==> config.mk <==
export PLATFORM = sky130hd
export DESIGN_NAME = knn_topk_voter
export DESIGN_NICKNAME = d
export VERILOG_FILES = /design/src/rtl/knn_topk_voter.sv
export SDC_FILE = /design/constraint.sdc
export NUM_CORES = 1
export LEC_CHECK = 0
export CELL_PAD_IN_SITES_DETAIL_PLACEMENT = 0
export CELL_PAD_IN_SITES_GLOBAL_PLACEMENT = 1
export CORE_ASPECT_RATIO = 1.5
export CORE_MARGIN = 2
export CORE_UTILIZATION = 41
export DETAILED_ROUTE_END_ITERATION = 16
export PLACE_DENSITY = 0.78
export SLEW_MARGIN = 10
export SYNTH_ARGS = -nofsm -noshare
export SYNTH_HDL_FRONTEND = slang
export SYNTH_SLANG_ARGS = --single-unit
==> constraint.sdc <==
create_clock -name clk -period 2.5 [get_ports clk]
set_clock_uncertainty 0.05 [all_clocks]
set_input_delay 0.5 -clock clk [delete_from_list [all_inputs] [get_ports clk]]
set_output_delay 0.5 -clock clk [all_outputs]
set_load 0.02 [all_outputs]
==> src/rtl/knn_topk_voter.sv <==
// k-NN top-K neighbour table with majority vote over the K nearest labels.
// Optional macro KNN_VOTE_EN enables the VOTE/ARGMAX stages; without it the result is the nearest label.
module knn_topk_voter #(
    parameter int K       = 5,
    parameter int DIST_W  = 32,
    parameter int LABEL_W = 3
) (
    input  logic               clk,
    input  logic               rst_n,
    input  logic               start,
    input  logic               in_valid,
    output logic               in_ready,
    input  logic [DIST_W-1:0]  in_dist,
    input  logic [LABEL_W-1:0] in_label,
    input  logic               in_last,
    output logic               result_valid,
    input  logic               result_ready,
    output logic [LABEL_W-1:0] result_label,
    output logic               busy
);
    localparam int NUM_CLASSES = 2 ** LABEL_W;

    typedef enum logic [2:0] {IDLE, COLLECT, VOTE, ARGMAX, DONE} state_e;

    state_e               state_q, state_d;
    logic [K-1:0]         valid_q, valid_d;
    logic [DIST_W-1:0]    dist_q  [K];
    logic [DIST_W-1:0]    dist_d  [K];
    logic [LABEL_W-1:0]   label_q [K];
    logic [LABEL_W-1:0]   label_d [K];
    logic                 result_valid_q, result_valid_d;
    logic [LABEL_W-1:0]   result_label_q, result_label_d;
    logic [LABEL_W-1:0]   best_label;

    logic [K-1:0]         gt, gt_prev;
    logic [K-1:0]         sh_valid;
    logic [DIST_W-1:0]    sh_dist  [K];
    logic [LABEL_W-1:0]   sh_label [K];
    logic                 accept;

`ifdef KNN_VOTE_EN
    localparam int CNT_W = $clog2(K + 1);
    localparam int IDX_W = $clog2((K > NUM_CLASSES) ? K : NUM_CLASSES);

    logic [IDX_W-1:0]   idx_q, idx_d;
    logic [CNT_W-1:0]   cnt_q [NUM_CLASSES];
    logic [CNT_W-1:0]   cnt_d [NUM_CLASSES];
    logic [CNT_W-1:0]   best_cnt_q, best_cnt_d;
    logic [LABEL_W-1:0] best_lbl_q, best_lbl_d;
    logic               vote_hit;
    logic [LABEL_W-1:0] vote_lbl;
    logic [CNT_W-1:0]   scan_cnt;

    always_comb begin
        vote_hit = 1'b0;
        vote_lbl = '0;
        scan_cnt = '0;
        for (int i = 0; i < K; i++) begin
            if (idx_q == IDX_W'(i) && valid_q[i]) begin
                vote_hit = 1'b1;
                vote_lbl = label_q[i];
            end
        end
        for (int c = 0; c < NUM_CLASSES; c++) begin
            if (idx_q == IDX_W'(c)) scan_cnt = cnt_q[c];
        end
    end

    assign best_label = best_lbl_q;
`else
    assign best_label = label_q[0];
`endif

    assign accept = in_valid && in_ready;

    // Valid entries form a prefix and distances ascend, so gt is a thermometer:
    // the first set bit is the insertion slot, later set bits take the shifted entry.
    always_comb begin
        for (int i = 0; i < K; i++) begin
            gt[i]       = !valid_q[i] || (dist_q[i] > in_dist);
            sh_valid[i] = 1'b0;
            sh_dist[i]  = in_dist;
            sh_label[i] = in_label;
        end
        for (int i = 1; i < K; i++) begin
            sh_valid[i] = valid_q[i-1];
            sh_dist[i]  = dist_q[i-1];
            sh_label[i] = label_q[i-1];
        end
        gt_prev = gt << 1;
    end

    always_comb begin
        state_d        = state_q;
        valid_d        = valid_q;
        result_valid_d = result_valid_q;
        result_label_d = result_label_q;
        for (int i = 0; i < K; i++) begin
            dist_d[i]  = dist_q[i];
            label_d[i] = label_q[i];
        end
`ifdef KNN_VOTE_EN
        idx_d      = idx_q;
        best_cnt_d = best_cnt_q;
        best_lbl_d = best_lbl_q;
        for (int c = 0; c < NUM_CLASSES; c++) cnt_d[c] = cnt_q[c];
`endif
        if (accept) begin
            for (int i = 0; i < K; i++) begin
                if (gt[i]) begin
                    if (!gt_prev[i]) begin
                        valid_d[i] = 1'b1;
                        dist_d[i]  = in_dist;
                        label_d[i] = in_label;
                    end else begin
                        valid_d[i] = sh_valid[i];
                        dist_d[i]  = sh_dist[i];
                        label_d[i] = sh_label[i];
                    end
                end
            end
        end
        case (state_q)
            IDLE: begin
                if (start) begin
                    state_d = COLLECT;
                    valid_d = '0;
`ifdef KNN_VOTE_EN
                    for (int c = 0; c < NUM_CLASSES; c++) cnt_d[c] = '0;
`endif
                end
            end
            COLLECT: begin
                if (accept && in_last) begin
`ifdef KNN_VOTE_EN
                    state_d = VOTE;
                    idx_d   = '0;
`else
                    state_d = DONE;
`endif
                end
            end
`ifdef KNN_VOTE_EN
            VOTE: begin
                if (vote_hit) cnt_d[vote_lbl] = cnt_q[vote_lbl] + CNT_W'(1);
                idx_d = idx_q + IDX_W'(1);
                if (idx_q == IDX_W'(K - 1)) begin
                    state_d    = ARGMAX;
                    idx_d      = '0;
                    best_cnt_d = '0;
                    best_lbl_d = '0;
                end
            end
            ARGMAX: begin
                // Strictly-greater keeps the lowest label on ties.
                if (scan_cnt > best_cnt_q) begin
                    best_cnt_d = scan_cnt;
                    best_lbl_d = LABEL_W'(idx_q);
                end
                idx_d = idx_q + IDX_W'(1);
                if (idx_q == IDX_W'(NUM_CLASSES - 1)) state_d = DONE;
            end
`endif
            DONE: begin
                // First DONE cycle commits the result; it then holds until accepted.
                if (!result_valid_q) begin
                    result_valid_d = 1'b1;
                    result_label_d = best_label;
                end else if (result_ready) begin
                    result_valid_d = 1'b0;
                    state_d        = IDLE;
                end
            end
            default: state_d = IDLE;
        endcase
    end

    always_ff @(posedge clk or negedge rst_n) begin
        if (!rst_n) begin
            state_q        <= IDLE;
            valid_q        <= '0;
            result_valid_q <= 1'b0;
            result_label_q <= '0;
            for (int i = 0; i < K; i++) begin
                dist_q[i]  <= '0;
                label_q[i] <= '0;
            end
        end else begin
            state_q        <= state_d;
            valid_q        <= valid_d;
            result_valid_q <= result_valid_d;
            result_label_q <= result_label_d;
            for (int i = 0; i < K; i++) begin
                dist_q[i]  <= dist_d[i];
                label_q[i] <= label_d[i];
            end
        end
    end

`ifdef KNN_VOTE_EN
    always_ff @(posedge clk or negedge rst_n) begin
        if (!rst_n) begin
            idx_q      <= '0;
            best_cnt_q <= '0;
            best_lbl_q <= '0;
            for (int c = 0; c < NUM_CLASSES; c++) cnt_q[c] <= '0;
        end else begin
            idx_q      <= idx_d;
            best_cnt_q <= best_cnt_d;
            best_lbl_q <= best_lbl_d;
            for (int c = 0; c < NUM_CLASSES; c++) cnt_q[c] <= cnt_d[c];
        end
    end
`endif

    assign in_ready     = (state_q == COLLECT);
    assign busy         = (state_q != IDLE);
    assign result_valid = result_valid_q;
    assign result_label = result_label_q;
endmodule

==> out/metrics.yaml <==
synth:
  yosys.area_share.adder_pct: 12.4
  syn_nets: 457
  async_flop_share_pct: 100
  synth.most_common_cell: "a21oi_1"
  synth_xor_area_share_pct: 0
  ys_types: 34
  yosysSeqAreaShare_pct: 32.7
  yosys-top-cells-count: "a21oi_1, nand2_1, dfrtp_1, nor2_1"
  yosys.area_share.simple_pct: 14.4
  synth_area_leaders: "dfrtp_1, ha_1, o311ai_0, o311ai_1, a21oi_1"
  synthMuxAreaShare_pct: 1.05
  synth-compound-area-share_pct: 30.6
  ys_ff_latch: 42
  yosys_warnings: 0
  synth_area_sq_um: 3220
  ys.flop_type: "dfrtp_1"
  yosysTopAreaCell: "dfrtp_1"
  synth_cells: 384
  synth_top_area_share_pct: 32.7
  synth_edf_count: 0
  avgSynthCellArea_sq_um: 8.38
  synth_top_family_by_area: "compound AO/OA/AOI/OAI gates"
grt:
  grt_pass1_vias: 3490
  track_usage_pct: 24.7
  grt_antenna_before_repair: 0
  grt.overflow.total: 0
  grt_first_pass_wirelength_mm: 17.3
  grt_start_max_net_pins: 43
clock_tree:
  cts_tree: "yes"
  cts.sink_count: 42
  cts_buffer_depth: 2
  ctsRootBufferMaster: "clkbuf_16"
  cts-htree-levels: 2
  cts_buffers: 5
  clk_pin_slew_worst_paths_ns: 0.07
  insertion_delay_ns: 0.28
setup_path:
  path_max_fanout: 6
  path_buf_inv: 3
  crit_cells: 9
  startpoint_type: "primary input"
  slowest_stage: "o311a_4"
  crit_type: "primary input to flip-flop"
  ff2ff_setup_slack_ns: 0.05
  worstSetupStartpoint: "in_dist[6]"
  endpoint: "dist_q[137]$_DFFE_PN0P_"
  critical_path_arrival_ns: 2.61
  r2r-start: "dist_q[152]$_DFFE_PN0P_"
  cpPeakStageDelay_ns: 0.39
  path_cells: "dlygate4sd2_1, inv_1, ha_4, a21oi_1, a21boi_1, o311a_4, or2_4, clkbuf_16, o311ai_1"
  reg2regPathDepth: 8
  reg2reg_to: "dist_q[137]$_DFFE_PN0P_"
  crit_path_end_kind: "flip-flop"
  worstPathRequired_ns: 2.62
  path_delay_family: "compound AO/OA/AOI/OAI gates"
placement:
  placed_area_sq_um: 4070
  globalplace.congestion: 0.832
  portBuffers: 46
  post-place-cells: 549
  hpwl_mm: 6.11
layout:
  drive_gt1_share_pct: 40.8
  fin_area_sq_um: 5300
  fill_cells: 572
  fin_cells: 577
  antennaDiodeCount: 0
  syn2layout_area_growth_pct: 64.6
  layout.nets: 548
  final_core_util_pct: 69.6
drt:
  vias: 3555
  postRouteAntennaNets: 0
  wl_per_cell_um: 19.2
  drc: 0
  viasPerCell: 6.16
  wirelength_mm: 11.1
  drt_first_pass_iters: 4
  drtIter0Drc: 319
power:
  vdd_drop_max_mv: 0.546
  total_power_w: 0.00620
  p_leak_nw: 2.17
  powerDensity_nw_per_um2: 1170
sta:
  period_needed_ns: 2.49
  timing.final.crit_share_pct: 99.5
  slew_violations: 0
  worstMarginPinSlew_ns: 0.585
  finalSetupViolations: 0
  clock.fmax_mhz: 402
  hold_violations: 0
  fin_setup_tns_ns: 0
  slew_headroom_pct: 61.0
job:
  maxCapViolations: 0
floorplan:
  start_util_pct: 42.3
  core_sq_um: 7610
  dieHeight_um: 112
  io_pins: 47
  die_x_um: 76.3
  die_area_sq_um: 8590
  rows: 39
status:
  status: "finished, final reports clean"
worst_hold_path:
  worstHoldPathType: "primary input to asynchronous set/reset pin"
## layout by cell type, fill, tap and decap left out, types with 3 or more instances in the layout
master and count:
o311ai_2 28, inv_1 18, ha_1 14, buf_6 5
dfrtp_1 42, inv_2 15, nor2_1 40, buf_4 48
o311ai_4 13, clkbuf_2 10, dlygate4sd2_1 14, mux2_2 3
a21oi_1 39, o311ai_1 26, clkbuf_16 7, ha_4 18
buf_12 7, o311ai_0 3, a21oi_2 10, clkdlybuf4s50_1 14
clkdlybuf4s15_1 4, nand2_1 43, nand4_1 6, buf_16 5
nand3_1 4
## final cells by class
class	count	area [sq um]	area share, %
multi-input cells	278	2680	50.5
repair buffers	115	1180	22.3
flip-flops and latches	42	1050	19.8
well taps	102	128	2.41
clock buffers	5	125	2.36
inverters	33	124	2.34
clock inverters	2	10.0	0.189
## state kept, by name (all words and copies together) (netlist names)
| name | flops |
|---|---|
| best_label | 3 |
| dist_q | 32 |
| result_label | 3 |
| result_valid | 1 |
| state_q | 2 |
| valid_q | 1 |
## worst register-to-register path, cell delays in order, from the launching register on
cell and delay [ns]:
dfrtp_1 0.38, ha_1 0.28, nand4_1 0.24, nor3_2 0.09, a221oi_2 0.26, o211ai_2 0.17, or2_4 0.38, clkbuf_16 0.20
o311ai_1 0.29
## per-layer routing
metal	share of wire (%)	wire (um)	track usage [%]
met2	51	5690	42.2
met5	0	0	0
met3	4.6	507	3.54
met4	1.3	148	7.88
met1	43	4730	32.3
## repair_timing
item / CTS / global route
endpoints found under the setup margin: 35 / 35
hold endpoints to repair: 0 / 0
gates resized for setup: 123 / 105
cloned: 6 / 2
pin swaps: 22 / 30
hold buffers: 0 / 0
buffers inserted: 10 / 3
## worst min path at each step
stage               depth (start not counted)                     endpoint
detailed placement                          1  result_label[1]$_DFFE_PN0P_
global placement                            1  result_label[0]$_DFFE_PN0P_
CTS                                         2      dist_q[151]$_DFFE_PN0P_
floorplan                                   0    best_label[0]$_DFFE_PN0P_
global route                                2      dist_q[151]$_DFFE_PN0P_
finish                                      2      dist_q[151]$_DFFE_PN0P_
## through the flow
step | hold WS, ns | setup slack (ns)
floorplan | 0.154 | 0.0893
global placement | 0.437 | -0.508
detailed placement | 0.449 | -0.564
CTS | 0.273 | 0.00265
global route | 0.294 | -0.0737
finish | 0.232 | 0.0115
## power by group
group | internal, W | switching, W | total (W)
Sequential | 0.00103 | 0.000284 | 0.00131
Clock | 0.000361 | 0.000271 | 0.000632
Combinational | 0.00211 | 0.00214 | 0.00425
## cells by family after synthesis
| logic type | Yosys count |
|---|---|
| flops | 42 |
| buf+inv | 64 |
| simple gates | 109 |
| fa+ha+maj | 32 |
| compound gates | 134 |
| mux | 3 |
Power figures use the tool's default switching activity.
